==> src/rtl/inst_encoder_loader_pkg.sv <==
// Shared types and constants for the instruction encoder/loader.
// The field layout matches the one the ID-stage control unit decodes.
package inst_encoder_loader_pkg;

   typedef enum logic [1:0] {
      CLASS_DP  = 2'b00,
      CLASS_MEM = 2'b01,
      CLASS_BR  = 2'b10,
      CLASS_ILL = 2'b11
   } inst_class_e;

   localparam logic [1:0] MODE_DP  = 2'b00;
   localparam logic [1:0] MODE_MEM = 2'b01;
   localparam logic [1:0] MODE_BR  = 2'b10;

   localparam logic [3:0] OP_AND     = 4'b0000;
   localparam logic [3:0] OP_EOR     = 4'b0001;
   localparam logic [3:0] OP_SUB     = 4'b0010;
   localparam logic [3:0] OP_ADD     = 4'b0100;
   localparam logic [3:0] OP_ADC     = 4'b0101;
   localparam logic [3:0] OP_SBC     = 4'b0110;
   localparam logic [3:0] OP_TST     = 4'b1000;
   localparam logic [3:0] OP_CMP     = 4'b1010;
   localparam logic [3:0] OP_ORR     = 4'b1100;
   localparam logic [3:0] OP_MOV     = 4'b1101;
   localparam logic [3:0] OP_MVN     = 4'b1111;
   localparam logic [3:0] OP_LDR_STR = 4'b0100;

   typedef enum logic [1:0] {
      ST_IDLE = 2'b00,
      ST_RUN  = 2'b01,
      ST_FULL = 2'b10
   } state_e;

endpackage

==> src/rtl/inst_encoder_loader_field_packer.sv <==
// Combinational packing of one decoded field bundle into a 32-bit word,
// plus a flag for the illegal class (which produces no word).
module inst_field_packer
   import inst_encoder_loader_pkg::*;
(
   input  inst_class_e  cls,
   input  logic [3:0]   opcode,
   input  logic         s,
   input  logic [3:0]   cond,
   input  logic         imm,
   input  logic [3:0]   rn,
   input  logic [3:0]   rd,
   input  logic [11:0]  shop,
   input  logic [23:0]  boff,
   output logic [31:0]  word,
   output logic         illegal
);

   logic       cmp_like;
   logic       mov_like;
   logic       dp_s;
   logic [3:0] dp_rn;
   logic [3:0] dp_rd;

   // Compare/test ops always set flags and have no destination; moves have no first operand.
   assign cmp_like = (opcode == OP_CMP) || (opcode == OP_TST);
   assign mov_like = (opcode == OP_MOV) || (opcode == OP_MVN);
   assign dp_s     = cmp_like ? 1'b1 : s;
   assign dp_rd    = cmp_like ? 4'd0 : rd;
   assign dp_rn    = mov_like ? 4'd0 : rn;

   always_comb begin
      // NOTE: both outputs get a default before the case so no path can infer a latch.
      word    = '0;
      illegal = 1'b0;
      case (cls)
         CLASS_DP:  word = {cond, MODE_DP, imm, opcode, dp_s, dp_rn, dp_rd, shop};
         CLASS_MEM: word = {cond, MODE_MEM, 1'b0, OP_LDR_STR, s, rn, rd, shop};
         CLASS_BR:  word = {cond, MODE_BR, 1'b1, 1'b0, boff};
         default:   illegal = 1'b1;
      endcase
   end

endmodule

==> src/rtl/inst_encoder_loader.sv <==
// Loads encoded instruction words sequentially into instruction memory:
// FSM, output write register, address counter and word count.
module inst_encoder_loader
   import inst_encoder_loader_pkg::*;
#(
   parameter int          DEPTH     = 64,
   parameter logic [31:0] BASE_ADDR = 32'h0000_0000,
   parameter int          ADDR_W    = 32,
   localparam int         CNT_W     = $clog2(DEPTH) + 1
) (
   input  logic              clk,
   input  logic              rst,
   input  logic              start,
   input  logic              finish,
   input  logic              in_valid,
   output logic              in_ready,
   input  logic [1:0]        in_class,
   input  logic [3:0]        in_opcode,
   input  logic              in_s,
   input  logic [3:0]        in_cond,
   input  logic              in_imm,
   input  logic [3:0]        in_rn,
   input  logic [3:0]        in_rd,
   input  logic [11:0]       in_shop,
   input  logic [23:0]       in_boff,
   output logic              mem_we,
   output logic [ADDR_W-1:0] mem_addr,
   output logic [31:0]       mem_wdata,
   output logic [CNT_W-1:0]  count,
   output logic              busy,
   output logic              full,
   output logic              done,
   output logic              err
);

   localparam logic [ADDR_W-1:0] BASE      = ADDR_W'(BASE_ADDR);
   localparam logic [ADDR_W-1:0] WORD_STEP = ADDR_W'(4);
   localparam logic [CNT_W-1:0]  LAST      = CNT_W'(DEPTH - 1);
   localparam logic [CNT_W-1:0]  CNT_ONE   = CNT_W'(1);

   state_e            state_q;
   logic [ADDR_W-1:0] addr_q;
   logic [31:0]       packed_word;
   logic              packed_illegal;
   logic              accept;

   inst_field_packer u_packer (
      .cls     (inst_class_e'(in_class)),
      .opcode  (in_opcode),
      .s       (in_s),
      .cond    (in_cond),
      .imm     (in_imm),
      .rn      (in_rn),
      .rd      (in_rd),
      .shop    (in_shop),
      .boff    (in_boff),
      .word    (packed_word),
      .illegal (packed_illegal)
   );

   // A start pulse wins over any bundle offered in RUN, so nothing is accepted then dropped.
   assign in_ready = (state_q == ST_RUN) && !start;
   assign accept   = in_valid && in_ready;

   // NOTE: there is no memory array here, so every register including the address is reset.
   always_ff @(posedge clk or posedge rst) begin
      if (rst) begin
         state_q   <= ST_IDLE;
         addr_q    <= BASE;
         mem_we    <= 1'b0;
         mem_addr  <= '0;
         mem_wdata <= '0;
         count     <= '0;
         busy      <= 1'b0;
         full      <= 1'b0;
         done      <= 1'b0;
         err       <= 1'b0;
      end else begin
         // NOTE: non-blocking throughout, so later lines below override these pulse defaults.
         mem_we <= 1'b0;
         done   <= 1'b0;
         if (start) begin
            state_q <= ST_RUN;
            addr_q  <= BASE;
            count   <= '0;
            err     <= 1'b0;
            busy    <= 1'b1;
            full    <= 1'b0;
         end else begin
            case (state_q)
               ST_RUN: begin
                  if (accept) begin
                     if (packed_illegal) begin
                        err <= 1'b1;
                     end else begin
                        mem_we    <= 1'b1;
                        mem_addr  <= addr_q;
                        mem_wdata <= packed_word;
                        addr_q    <= addr_q + WORD_STEP;
                        count     <= count + CNT_ONE;
                        if (count == LAST) begin
                           state_q <= ST_FULL;
                           full    <= 1'b1;
                        end
                     end
                  end
                  if (finish) begin
                     state_q <= ST_IDLE;
                     busy    <= 1'b0;
                     full    <= 1'b0;
                     done    <= 1'b1;
                  end
               end
               ST_FULL: begin
                  if (finish) begin
                     state_q <= ST_IDLE;
                     busy    <= 1'b0;
                     full    <= 1'b0;
                     done    <= 1'b1;
                  end
               end
               default: ;
            endcase
         end
      end
   end

endmodule

==> config.mk <==
export PLATFORM = sky130hd
export DESIGN_NAME = inst_encoder_loader
export DESIGN_NICKNAME = d
export VERILOG_FILES = /design/src/rtl/inst_encoder_loader_pkg.sv /design/src/rtl/inst_encoder_loader_field_packer.sv /design/src/rtl/inst_encoder_loader.sv
export SDC_FILE = /design/constraint.sdc
export NUM_CORES = 1
export LEC_CHECK = 0
export BUFFER_PORTS_ARGS = -buffer_cell sky130_fd_sc_hd__buf_2
export CORE_ASPECT_RATIO = 0.9
export CORE_MARGIN = 5
export CORE_UTILIZATION = 35
export CTS_CLUSTER_DIAMETER = 30
export DETAILED_ROUTE_END_ITERATION = 7
export PLACE_DENSITY = 0.68
export SLEW_MARGIN = 15
export SYNTH_ARGS = -nofsm -noshare
export SYNTH_HDL_FRONTEND = slang
export SYNTH_HIERARCHICAL = 1
export SYNTH_SLANG_ARGS = --single-unit
==> constraint.sdc <==
create_clock -name clk -period 3.8 [get_ports clk]
set_input_delay 0.57 -clock clk [delete_from_list [all_inputs] [get_ports clk]]
set_output_delay 0.57 -clock clk [all_outputs]
set_load 0.02 [all_outputs]
# --- Word level (Yosys, flattened, before mapping) ---
# Cells that the tools add are included.
totals:
  reg_bits: 110
  input_bits: 61
  out_inout_bits: 77
  elab_cells: 85
op_classes:
  addsub: 2
  n_eq_ne: 14
  mux: 39
  n_bitwise: 1
  n_reduce_logical: 19
op_table:
  columns: ["operator", "count"]
  rows:
  - ["two-way mux 32 bit", 4]
  - ["one-hot mux 32 bit (3 select lines)", 1]
  - ["adder 32 x 3 -> 32 bit, second input constant", 1]
  - ["two-way mux 7 bit", 4]
  - ["two-way mux 1 bit", 20]
  - ["equality test 4 bit, second input constant", 4]
  - ["two-way mux 2 bit", 6]
  - ["nonzero test 2 bit", 5]
  - ["two-way mux 4 bit", 2]
  - ["!= test 4 bit, second input constant", 2]
  - ["adder 7 x 1 -> 7 bit, second input constant", 1]
  - ["equality test 7 x 6 -> 1 bit, second input constant", 1]
  - ["AND reduction 3 bit", 2]
  - ["AND reduction 5 bit", 1]
  - ["equality test 2 x 1 -> 1 bit, second input constant", 2]
  - ["equality test 2 bit, second input constant", 2]
  - ["!= test 4 x 3 -> 1 bit, second input constant", 1]
  - ["one-hot mux 2 bit (2 select lines)", 1]
  - ["AND reduction 4 bit", 1]
  - ["!= test 3 bit, second input constant", 1]
  - ["nonzero test 3 bit", 1]
  - ["OR reduction 3 bit", 1]
  - ["logical AND 1 bit", 2]
  - ["zero test 2 bit", 1]
  - ["other kinds (7)", 8]

# --- Depth between registers and ports, before layout ---
# Gate-level depths: netlist of the first run.
depth:
  word_depth: 7
  ltp_mapped: 9
  mapped_depth_nobuf: 6

# --- By module ---
# The synthesis of the first run kept the hierarchy.
modules_own_cells:
  columns: ["mod", "n_inst", "cells_per_inst", "area_each_um2", "seq_area_each_um2"]
  rows:
  - ["inst_encoder_loader", 1, 365, 4503.1, 2627.5]
  - ["inst_field_packer", 1, 50, 362.8, 0.0]

# --- Worst setup path after synthesis of the first run ---
# No wires, ideal clock.
synth_timing:
  path_type: "input port to flip-flop"
  start: "input port in_class[0]"
  end: "register addr_q[28]"
  setup_ns: 0.078
  arrival_time_ns: 2.406
  t_required_ns: 3.722
  slack_ns: 1.316
  stages: 8
  n_path_buf: 2
  cell_sequence: "clkbuf_1 > nand2_1 > inv_1 > nand3b_2 > or4_1 > buf_2 > or4_1 > a21oi_1"
synth_via:
  elab_chain_len: 4
  elab_cells_between_ends: 6
  cone_classes: "eq/ne (2); reduce/logical (4)"
synth_lines:
  columns: ["item", "line", "text"]
  rows:
  - ["from (decl)", "inst_encoder_loader.sv:17", "input logic [1:0] in_class,"]
  - ["equality test 2 x 1 -> 1 bit (tied with other cells)", "inst_encoder_loader_field_packer.sv:36", "case (cls)"]
  - ["OR reduction 3 bit (no source line) (*)", null, null]
  - ["nonzero test 2 bit (no source line) (*)", null, null]
  - ["AND reduction 3 bit (no source line) (*)", null, null]
  - ["to (signal assigned)", "inst_encoder_loader.sv:99", "addr_q <= addr_q + WORD_STEP;"]
  - ["to (decl)", "inst_encoder_loader.sv:42", "logic [ADDR_W-1:0] addr_q;"]
# Mark *: on every way between the ends. The rest lies on a longest branch, timed or not.
# A chain may end at the register's enable or synchronous reset.

==> results of run 1 <==
metal layers:
layer / track usage / part of all wire / up-vias
met5: 0 / 0.00057 / -
met4: 0.0388 / 0.014 / 2
li1: - / - / 1778
met3: 0.0326 / 0.037 / 16
met1: 0.199 / 0.45 / 1919
met2: 0.257 / 0.50 / 77
power breakdown:
part | internal, µW | total, µW | switching, µW
Combinational | 178 | 435 | 257
Sequential | 1200 | 1250 | 47.2
Clock | 538 | 968 | 429
state kept, by name (all words and copies together) (netlist names):
register,cells
mem_we,1
busy,1
state_q,1
mem_addr,30
mem_wdata,32
full,1
addr_q,30
count,7
err,1
done,1
critical path: cells and delay by family, from the launching register on:
family | cells | cell delay [ps]
simple gates | 3 | 1590
fa+ha+maj | 1 | 310
flops | 1 | 410
compound gates | 1 | 180
buf+inv | 1 | 70
synthesized netlist by cell type (7+ instances only):
cell	count
inv_1	7
or4_1	10
xor2_1	10
nand4_1	13
nor2_1	23
o21ai_0	10
a22o_1	12
o31ai_1	9
nand2_1	20
nand3_1	10
a21oi_1	22
buf_2	9
clkbuf_1	16
dfrtp_1	105
mux2_2	64
or3_1	10
per-stage QoR:
stage | area, µm² | total power (µW)
final | 6010 | 2650
after global routing | 6010 | 2760
after detailed placement | 5690 | 1710
after floorplan | 4870 | 1540
after global placement | 5690 | 1700
after CTS | 6010 | 2680
kinds of logic (layout without fill, tap and decap cells):
kind of cell	after synthesis	after routing	synth area share
AO/OA/AOI/OAI	68	68	0.0977
XOR/XNOR	13	13	0.0234
adder cells (fa/ha/maj)	4	4	0.0103
buffers and inverters	35	164	0.0309
flip-flops	105	105	0.540
multiplexers	66	66	0.152
other	1	2	0.000771
AND/OR/NAND/NOR	123	123	0.145
worst paths after layout:
check / startpoint / endpoint / cells past startpoint
worst max-delay path: full$_DFFE_PP0P_ / addr_q[29]$_DFFE_PP0P_ / 6
min in group clk: mem_wdata[16]$_DFFE_PP0P_ / mem_wdata[16]$_DFFE_PP0P_ / 1
max in group asynchronous: rst / mem_wdata[26]$_DFFE_PP0P_ / 3
worst min-delay path: rst / mem_wdata[1]$_DFFE_PP0P_ / 2
worst min register to register: mem_wdata[16]$_DFFE_PP0P_ / mem_wdata[16]$_DFFE_PP0P_ / 1
worst max register to register: full$_DFFE_PP0P_ / addr_q[29]$_DFFE_PP0P_ / 6
area by class of cell:
class / instances / area [µm²]
multi-input cells: 276 / 2110
clock inverters: 6 / 75.1
flip-flops and latches: 105 / 2630
well taps: 168 / 210
clock buffers: 10 / 239
repair buffers: 141 / 721
fillers: 1279 / 7500
inverters: 7 / 28.8
==> out/results.tsv, run 1 <==
metric	value	unit
cts_buffers	9	
synth_edf_count	0	
setup_viol	0	
layout-drive-gt1-share	0.422	
hp-class	input port to asynchronous set/reset pin	
antennaDiodeCount	0	
utilization	0.445	
grt_antenna_before_repair	1	
insertion_delay	350	ps
nets	605	
via_per_inst	5.32	
finClkSkew	8.08	ps
placedCellCount	697	
finalCritPeriodShare	0.696	
htreeDepth	3	
p_leak	0.00295	µW
synthArstFlopShare	1.00	
syn_inst	415	
ios	138	
synth_area_leaders	dfrtp_1, mux2_2, a21oi_1	
row_count	40	
maxCapViolCount	0	
fin_crit	2640	ps
grt_first_pass_wirelength	20000	µm
slowest_stage	nor4bb_4	
crit_path_start_kind	flip-flop	
cts_tree	yes	
first_pass_iters	4	
maxSlewViolCount	0	
required	4070	ps
wire_per_inst	17.1	µm
cts_max_path_buffers	2	
start_util	0.360	
grt_max_degree	56	
worst_slack	1160	ps
postCtsSetupBuffers	0	
layout_common_cells	buf_2, dfrtp_1, mux2_2	
dr.first_iter.drc_count	188	
die_w	134	µm
max_freq	0.378	GHz
fin_hold_ws	312	ps
grt_setup_unrepaired	false	
grt_pass1_vias	3840	
gp_congestion	0.859	
ctsHoldBuffers	0	
yosys_warnings	6	
syn_area	0.00487	mm²
preCtsSetupSlack	859	ps
rrSetupSlack	1160	ps
grt-ovfl-total	0	
crit_arrival	2910	ps
relSlewSlack	0.532	
ir_drop	0.218	mV
worst_pin_slew	702	ps
dp_hpwl	9060	µm
area_growth	23.5	%
drc	0	
crit_fanout	10	
yosysUniqueCellTypes	44	
synth-seq-cells	105	
ys_seq_area_frac	0.540	
drt.antenna.violating_nets	0	
power_density	441	mW/mm²
crit_chain	inv_1 > ha_1 > nor4bb_4 > nand4_1 > or4_1 > a21oi_1	
cts-root-buf	clkbuf_16	
yosys.area.top_type	dfrtp_1	
grt_use_total	0.151	
synthDominantCellAreaShare	0.540	
slowest_delay	640	ps
end_kind	flip-flop	
status	finished, final reports clean	
port_buffers	135	
instances_no_fill	713	
dieArea	0.0164	mm²
worstSetupPathType	flip-flop to flip-flop	
die-height	122	µm
cts.sinks	105	
num_vias	3792	
drt-total-wl	12200	µm
core_area	0.0135	mm²
tns	0	ps
cts_resized	0	
finalHoldViolCount	0	
path_clk_slew	70	ps
synthFlopType	dfrtp_1	
final_common_cell	buf_2	
synth.avg_cell_area	11.7	µm²
(Power assumes the default switching activity.)
==> run 2: changes to the inputs <==
Clock period 3.8 ns to 2.6 ns, I/O delays scaled along.
==> run 2 against run 1 <==
Highest routed layer unchanged; critical path type unchanged; sequential power rose by 46%; final cell count increased by 0.84%; setup slack lost 870 ps; non-clock buffer count grew 5; global-route usage increased by 0.054 points; first-iteration DRC count grew 28%; flip-flop and latch count stayed put.
==> out/results.tsv, run 2 (synthesized netlist as in run 1, its figures left out) <==
metric	value	unit	change
die-height	122	µm	unchanged
max_freq	0.431	GHz	+14%
pwr-share-comb	0.165		about the same
end_kind	flip-flop		
ctsHoldBuffers	0		unchanged
row_count	40		unchanged
postCtsSetupBuffers	0		unchanged
cts_max_path_buffers	2		unchanged
grt_antenna_before_repair	1		unchanged
cts_resized	0		unchanged
core_area	0.0135	mm²	unchanged
regArea	0.00263	mm²	unchanged
status	finished, final reports clean		
setup_viol	0		unchanged
dr.first_iter.drc_count	241		+28%
grt_max_degree	58		+3.6%
final_common_cell	buf_2		
crit_cells	6		unchanged
area_growth	24.9	%	
drc	0		unchanged
dieArea	0.0164	mm²	unchanged
crit_fanout	8		-2
p_leak	0.00298	µW	+0.97%
grt_use_total	0.152		+0.000539
top_regs	mem_wdata: 32 flops, addr_q: 30 flops, mem_addr: 30 flops		
seqPwrFrac	0.460		-0.011
grt_pass1_vias	3828		-0.31%
finalHoldViolCount	0		unchanged
worstSetupPathType	flip-flop to flip-flop		
crit_family	simple AND/OR/NAND/NOR gates		
layout_common_cells	buf_2, dfrtp_1, mux2_2		
required	2860	ps	-1210 ps
clockPowerShare	0.374		+0.009
die_w	134	µm	unchanged
tns	0	ps	unchanged
totalPowerFinal	3950	µW	+49%
via_per_inst	5.30		-0.29%
grt_first_pass_wirelength	19900	µm	-0.62%
insertion_delay	340	ps	about the same
maxSlewViolCount	0		unchanged
crit_chain	inv_1 > ha_1 > nor4bb_4 > nand4_1 > or4_1 > a21oi_1		
power_density	650	mW/mm²	+47%
sw_frac_of_total	0.265		-0.0114
cts_buffers	9		unchanged
num_vias	3813		+0.55%
intPower	2900	µW	+51%
cts-root-buf	clkbuf_16		
htreeDepth	3		unchanged
hp-class	input port to asynchronous set/reset pin		
gp_congestion	0.844		-1.7%
crit_arrival	2580	ps	-330 ps
finalCritPeriodShare	0.892		+0.196
timing.critical_path.buf_inv	1		unchanged
finClkSkew	10.7	ps	+2.64 ps
worst_pin_slew	606	ps	-95.7 ps
top_register	mem_wdata		
drt-total-wl	12100	µm	-0.89%
ir_drop	0.377	mV	+73%
ios	138		unchanged
largest_reg_flops	32		unchanged
slowest_delay	540	ps	-100 ps
slowest_stage	or4_1		
switchingPower	1050	µW	+43%
drt.antenna.violating_nets	0		unchanged
nets	610		+0.83%
fin_crit	2320	ps	-325 ps
relSlewSlack	0.596		+0.0641
cts.sinks	105		unchanged
multiInputGateArea	0.00211	mm²	unchanged
fillers	1272		-0.55%
wire_per_inst	16.8	µm	-1.7%
start_util	0.360		unchanged
maxCapViolCount	0		unchanged
path_clk_slew	70	ps	about the same
layout-drive-gt1-share	0.425		+0.00344
grt-ovfl-total	0		unchanged
cts_tree	yes		
dp_hpwl	9200	µm	+1.6%
worst_r2r_path_depth	6		unchanged
crit_path_start_kind	flip-flop		
first_pass_iters	4		unchanged
port_buffers	135		unchanged
grt_setup_unrepaired	false		
run 2: through the flow:
stage | std cells | cell area [µm²] | hold slack, ps | worst slack (ps) | util
2_1_floorplan | 416 | 4870 | 480 | 296 | -
3_3_place_gp | 702 | 5750 | 462 | 199 | 0.425
3_5_place_dp | 702 | 5750 | 470 | 138 | 0.425
4_1_cts | 718 | 6070 | 94.3 | 275 | 0.449
5_1_grt | 718 | 6070 | 130 | 57.8 | 0.449
6_report | 719 | 6080 | 88.7 | 281 | 0.450
run 2: power groups by stage:
stage,Combinational [µW],Sequential [µW],Clock [µW]
floorplan,248,2000,0
global placement,649,1850,0
detailed placement,663,1850,0
CTS,664,1820,1520
global route,703,1840,1580
finish,653,1820,1480
run 2: worst register-to-register path, stage by stage (launching register included):
cell and delay (ps):
dfrtp_1 400, inv_1 70, ha_1 320, nor4bb_4 430, nand4_1 310, or4_1 540
a21oi_1 170
run 2: area by class of cell:
| class | instances | share of cell area |
|---|---|---|
| Antenna cell | 1 | 0.000412 |
| Clock buffer | 11 | 0.0400 |
| Clock inverter | 5 | 0.0140 |
| Inverter | 7 | 0.00494 |
| Multi-Input combinational cell | 276 | 0.347 |
| Sequential cell | 105 | 0.432 |
| Tap cell | 168 | 0.0346 |
| Timing Repair Buffer | 146 | 0.127 |
run 2: final timing paths:
| path | start | endpoint | slack, ps |
|---|---|---|---|
| min in group clk | finish | done$_DFF_PP0_ | 350 |
| min reg2reg | mem_addr[8]$_DFFE_PP0P_ | mem_addr[8]$_DFFE_PP0P_ | 500 |
| max reg2reg | full$_DFFE_PP0P_ | addr_q[25]$_DFFE_PP0P_ | 280 |
| max | full$_DFFE_PP0P_ | addr_q[25]$_DFFE_PP0P_ | 280 |
| min | rst | count[4]$_DFFE_PP0P_ | 90 |
| max in group asynchronous | rst | mem_addr[8]$_DFFE_PP0P_ | 1780 |
run 2: metal layers:
metal  vias up  part of all wire  global-route usage
met2       114              0.49               0.254
met3        12             0.063              0.0475
met4         2             0.010              0.0337
met5         -           0.00058                   0
met1      1902              0.43               0.195
li1       1783                 -                   -
==> run 3: changes to the inputs <==
Settings changed: ABC_AREA from default to 1.
==> run 3 against run 2 <==
Sequential share of layout area down 2.9 points; largest power group unchanged; global-route usage up 0.71 points; setup slack gained 240 ps; largest cell class unchanged; critical endpoint is now count[6]$_DFFE_PP0P_.
==> out/results.tsv, run 3 <==
metric	value	unit	change
finalCritPeriodShare	0.801		-0.0912
postLayoutCellArea	0.00650	mm²	+7.1%
syn_inst	738		+78%
dr.first_iter.drc_count	290		+20%
num_vias	4870		+28%
synth_area_leaders	dfrtp_1, nand2_1, nor2_1		
nets	931		+53%
ir_drop	0.319	mV	-15%
tns	0	ps	unchanged
power_density	640	mW/mm²	-1.6%
dieArea	0.0179	mm²	+9.1%
rrSetupSlack	520	ps	+240 ps
grt_first_pass_wirelength	23100	µm	+16%
worstSetupPathType	flip-flop to flip-flop		
crit_cells	8		+2
setup_viol	0		unchanged
drc	0		unchanged
cts-root-buf	clkbuf_16		
p_leak	0.00358	µW	+20%
die_w	140	µm	+4.5%
timing.critical_path.buf_inv	2		+1
finClkSkew	10.6	ps	-0.0752 ps
crit_family	simple AND/OR/NAND/NOR gates		
preCtsSetupSlack	428	ps	+290 ps
worst_slack	518	ps	+237 ps
die-height	127	µm	+4.4%
worst_r2r_path_depth	8		+2
crit_arrival	2320	ps	-260 ps
synthArstFlopShare	1.00		unchanged
synth.avg_cell_area	7.25	µm²	-38%
drt.antenna.violating_nets	0		unchanged
status	finished, final reports clean		
ys_seq_area_frac	0.491		-0.0486
crit_fanout	37		+29
layout_common_cells	nand2_1, buf_2, dfrtp_1		
max_freq	0.480	GHz	+11%
path_clk_slew	70	ps	about the same
placed_area	0.00619	mm²	+7.8%
synthDominantCellAreaShare	0.491		-0.0486
fin_hold_ws	58.5	ps	-30.2 ps
gp_congestion	0.854		+1.1%
drt-total-wl	13900	µm	+15%
end_kind	flip-flop		
slowest_delay	420	ps	-120 ps
maxSlewViolCount	0		unchanged
yosys.area.top_type	dfrtp_1		
grt_pass1_vias	4660		+22%
finalHoldViolCount	0		unchanged
final_common_cell	nand2_1		
slowest_stage	dfrtp_1		
yosys_warnings	6		unchanged
via_per_inst	4.56		-14%
grt_setup_unrepaired	false		
port_buffers	135		unchanged
cts_tree	yes		
first_pass_iters	5		+1
cts.sinks	105		unchanged
fin_crit	2080	ps	-237 ps
crit_chain	inv_1 > ha_1 > nand2_2 > nor2_4 > buf_4 > nand2_1 > o211ai_1 > o31ai_1		
maxCapViolCount	0		unchanged
grt_use_total	0.159		+0.00711
ios	138		unchanged
required	2840	ps	-20 ps
top_register	mem_wdata		
synthFlopType	dfrtp_1		
syn_area	0.00535	mm²	+9.9%
htreeDepth	3		unchanged
dp_hpwl	10400	µm	+13%
core_area	0.0149	mm²	+10%
start_util	0.360		-0.000510
cts_max_path_buffers	2		unchanged
area_growth	21.6	%	
relSlewSlack	0.659		+0.0638
synth_edf_count	0		unchanged
wire_per_inst	13.0	µm	-22%
cts_buffers	9		unchanged
utilization	0.437		-0.0122
row_count	42		+5.0%
insertion_delay	360	ps	+20 ps
antennaDiodeCount	0		-1
worst_pin_slew	510	ps	-96.1 ps
largest_reg_flops	32		unchanged
synth_commonest_cells	nand2_1, dfrtp_1, nor2_1		
cts_resized	0		unchanged
synth-seq-cells	105		unchanged
top_regs	mem_wdata: 32 flops, addr_q: 30 flops, mem_addr: 30 flops		
ctsHoldBuffers	0		unchanged
hp-class	input port to asynchronous set/reset pin		
synth.most_common_cell	nand2_1		
grt_antenna_before_repair	1		unchanged
postCtsSetupBuffers	0		unchanged
yosysUniqueCellTypes	31		-30%
grt_max_degree	54		-6.9%
grt-ovfl-total	0		unchanged
crit_path_start_kind	flip-flop		
layout-drive-gt1-share	0.202		-0.223
run 3: worst paths after layout:
check | startpoint | end
max in group asynchronous | rst | addr_q[25]$_DFFE_PP0P_
min in group clk | finish | done$_DFF_PP0_
min | rst | mem_wdata[0]$_DFFE_PP0P_
max reg2reg | full$_DFFE_PP0P_ | count[6]$_DFFE_PP0P_
max | full$_DFFE_PP0P_ | count[6]$_DFFE_PP0P_
min reg2reg | mem_wdata[30]$_DFFE_PP0P_ | mem_wdata[30]$_DFFE_PP0P_
run 3: final cells by class:
cell class	instances	area, µm²
multi-input cells	534	2300
clock buffers	10	239
repair buffers	142	741
clock inverters	6	72.6
well taps	198	248
flip-flops and latches	105	2630
fillers	1518	8370
inverters	74	282
run 3: power by group:
part / switching, µW / internal, µW
logic: 558 / 270
clock network: 641 / 787
registers: 106 / 1800
run 3: stage by stage:
step                      total power, µW  instances
final                                4160       1069
after CTS                            4230       1069
after floorplan                      2450        739
after detailed placement             2780       1053
after global routing                 4390       1069
after global placement               2770       1053
run 3: cell families (layout without fill, tap and decap cells):
logic type      Yosys count  count (layout)  synth area share
compound gates           59              59            0.0587
xor+xnor                  2               2           0.00328
other cells               1               2          0.000701
buf+inv                 100             232            0.0800
fa+ha+maj                 4               4           0.00936
simple gates            467             467             0.357
flops                   105             105             0.491
run 3: routing by layer:
metal	routed length (µm)	vias up	global-route usage	part of all wire
met5	7	-	0	0.00050
met4	181	2	0.0370	0.013
met3	844	12	0.0508	0.061
met2	6150	104	0.246	0.44
met1	6730	2215	0.219	0.48
li1	-	2537	-	-
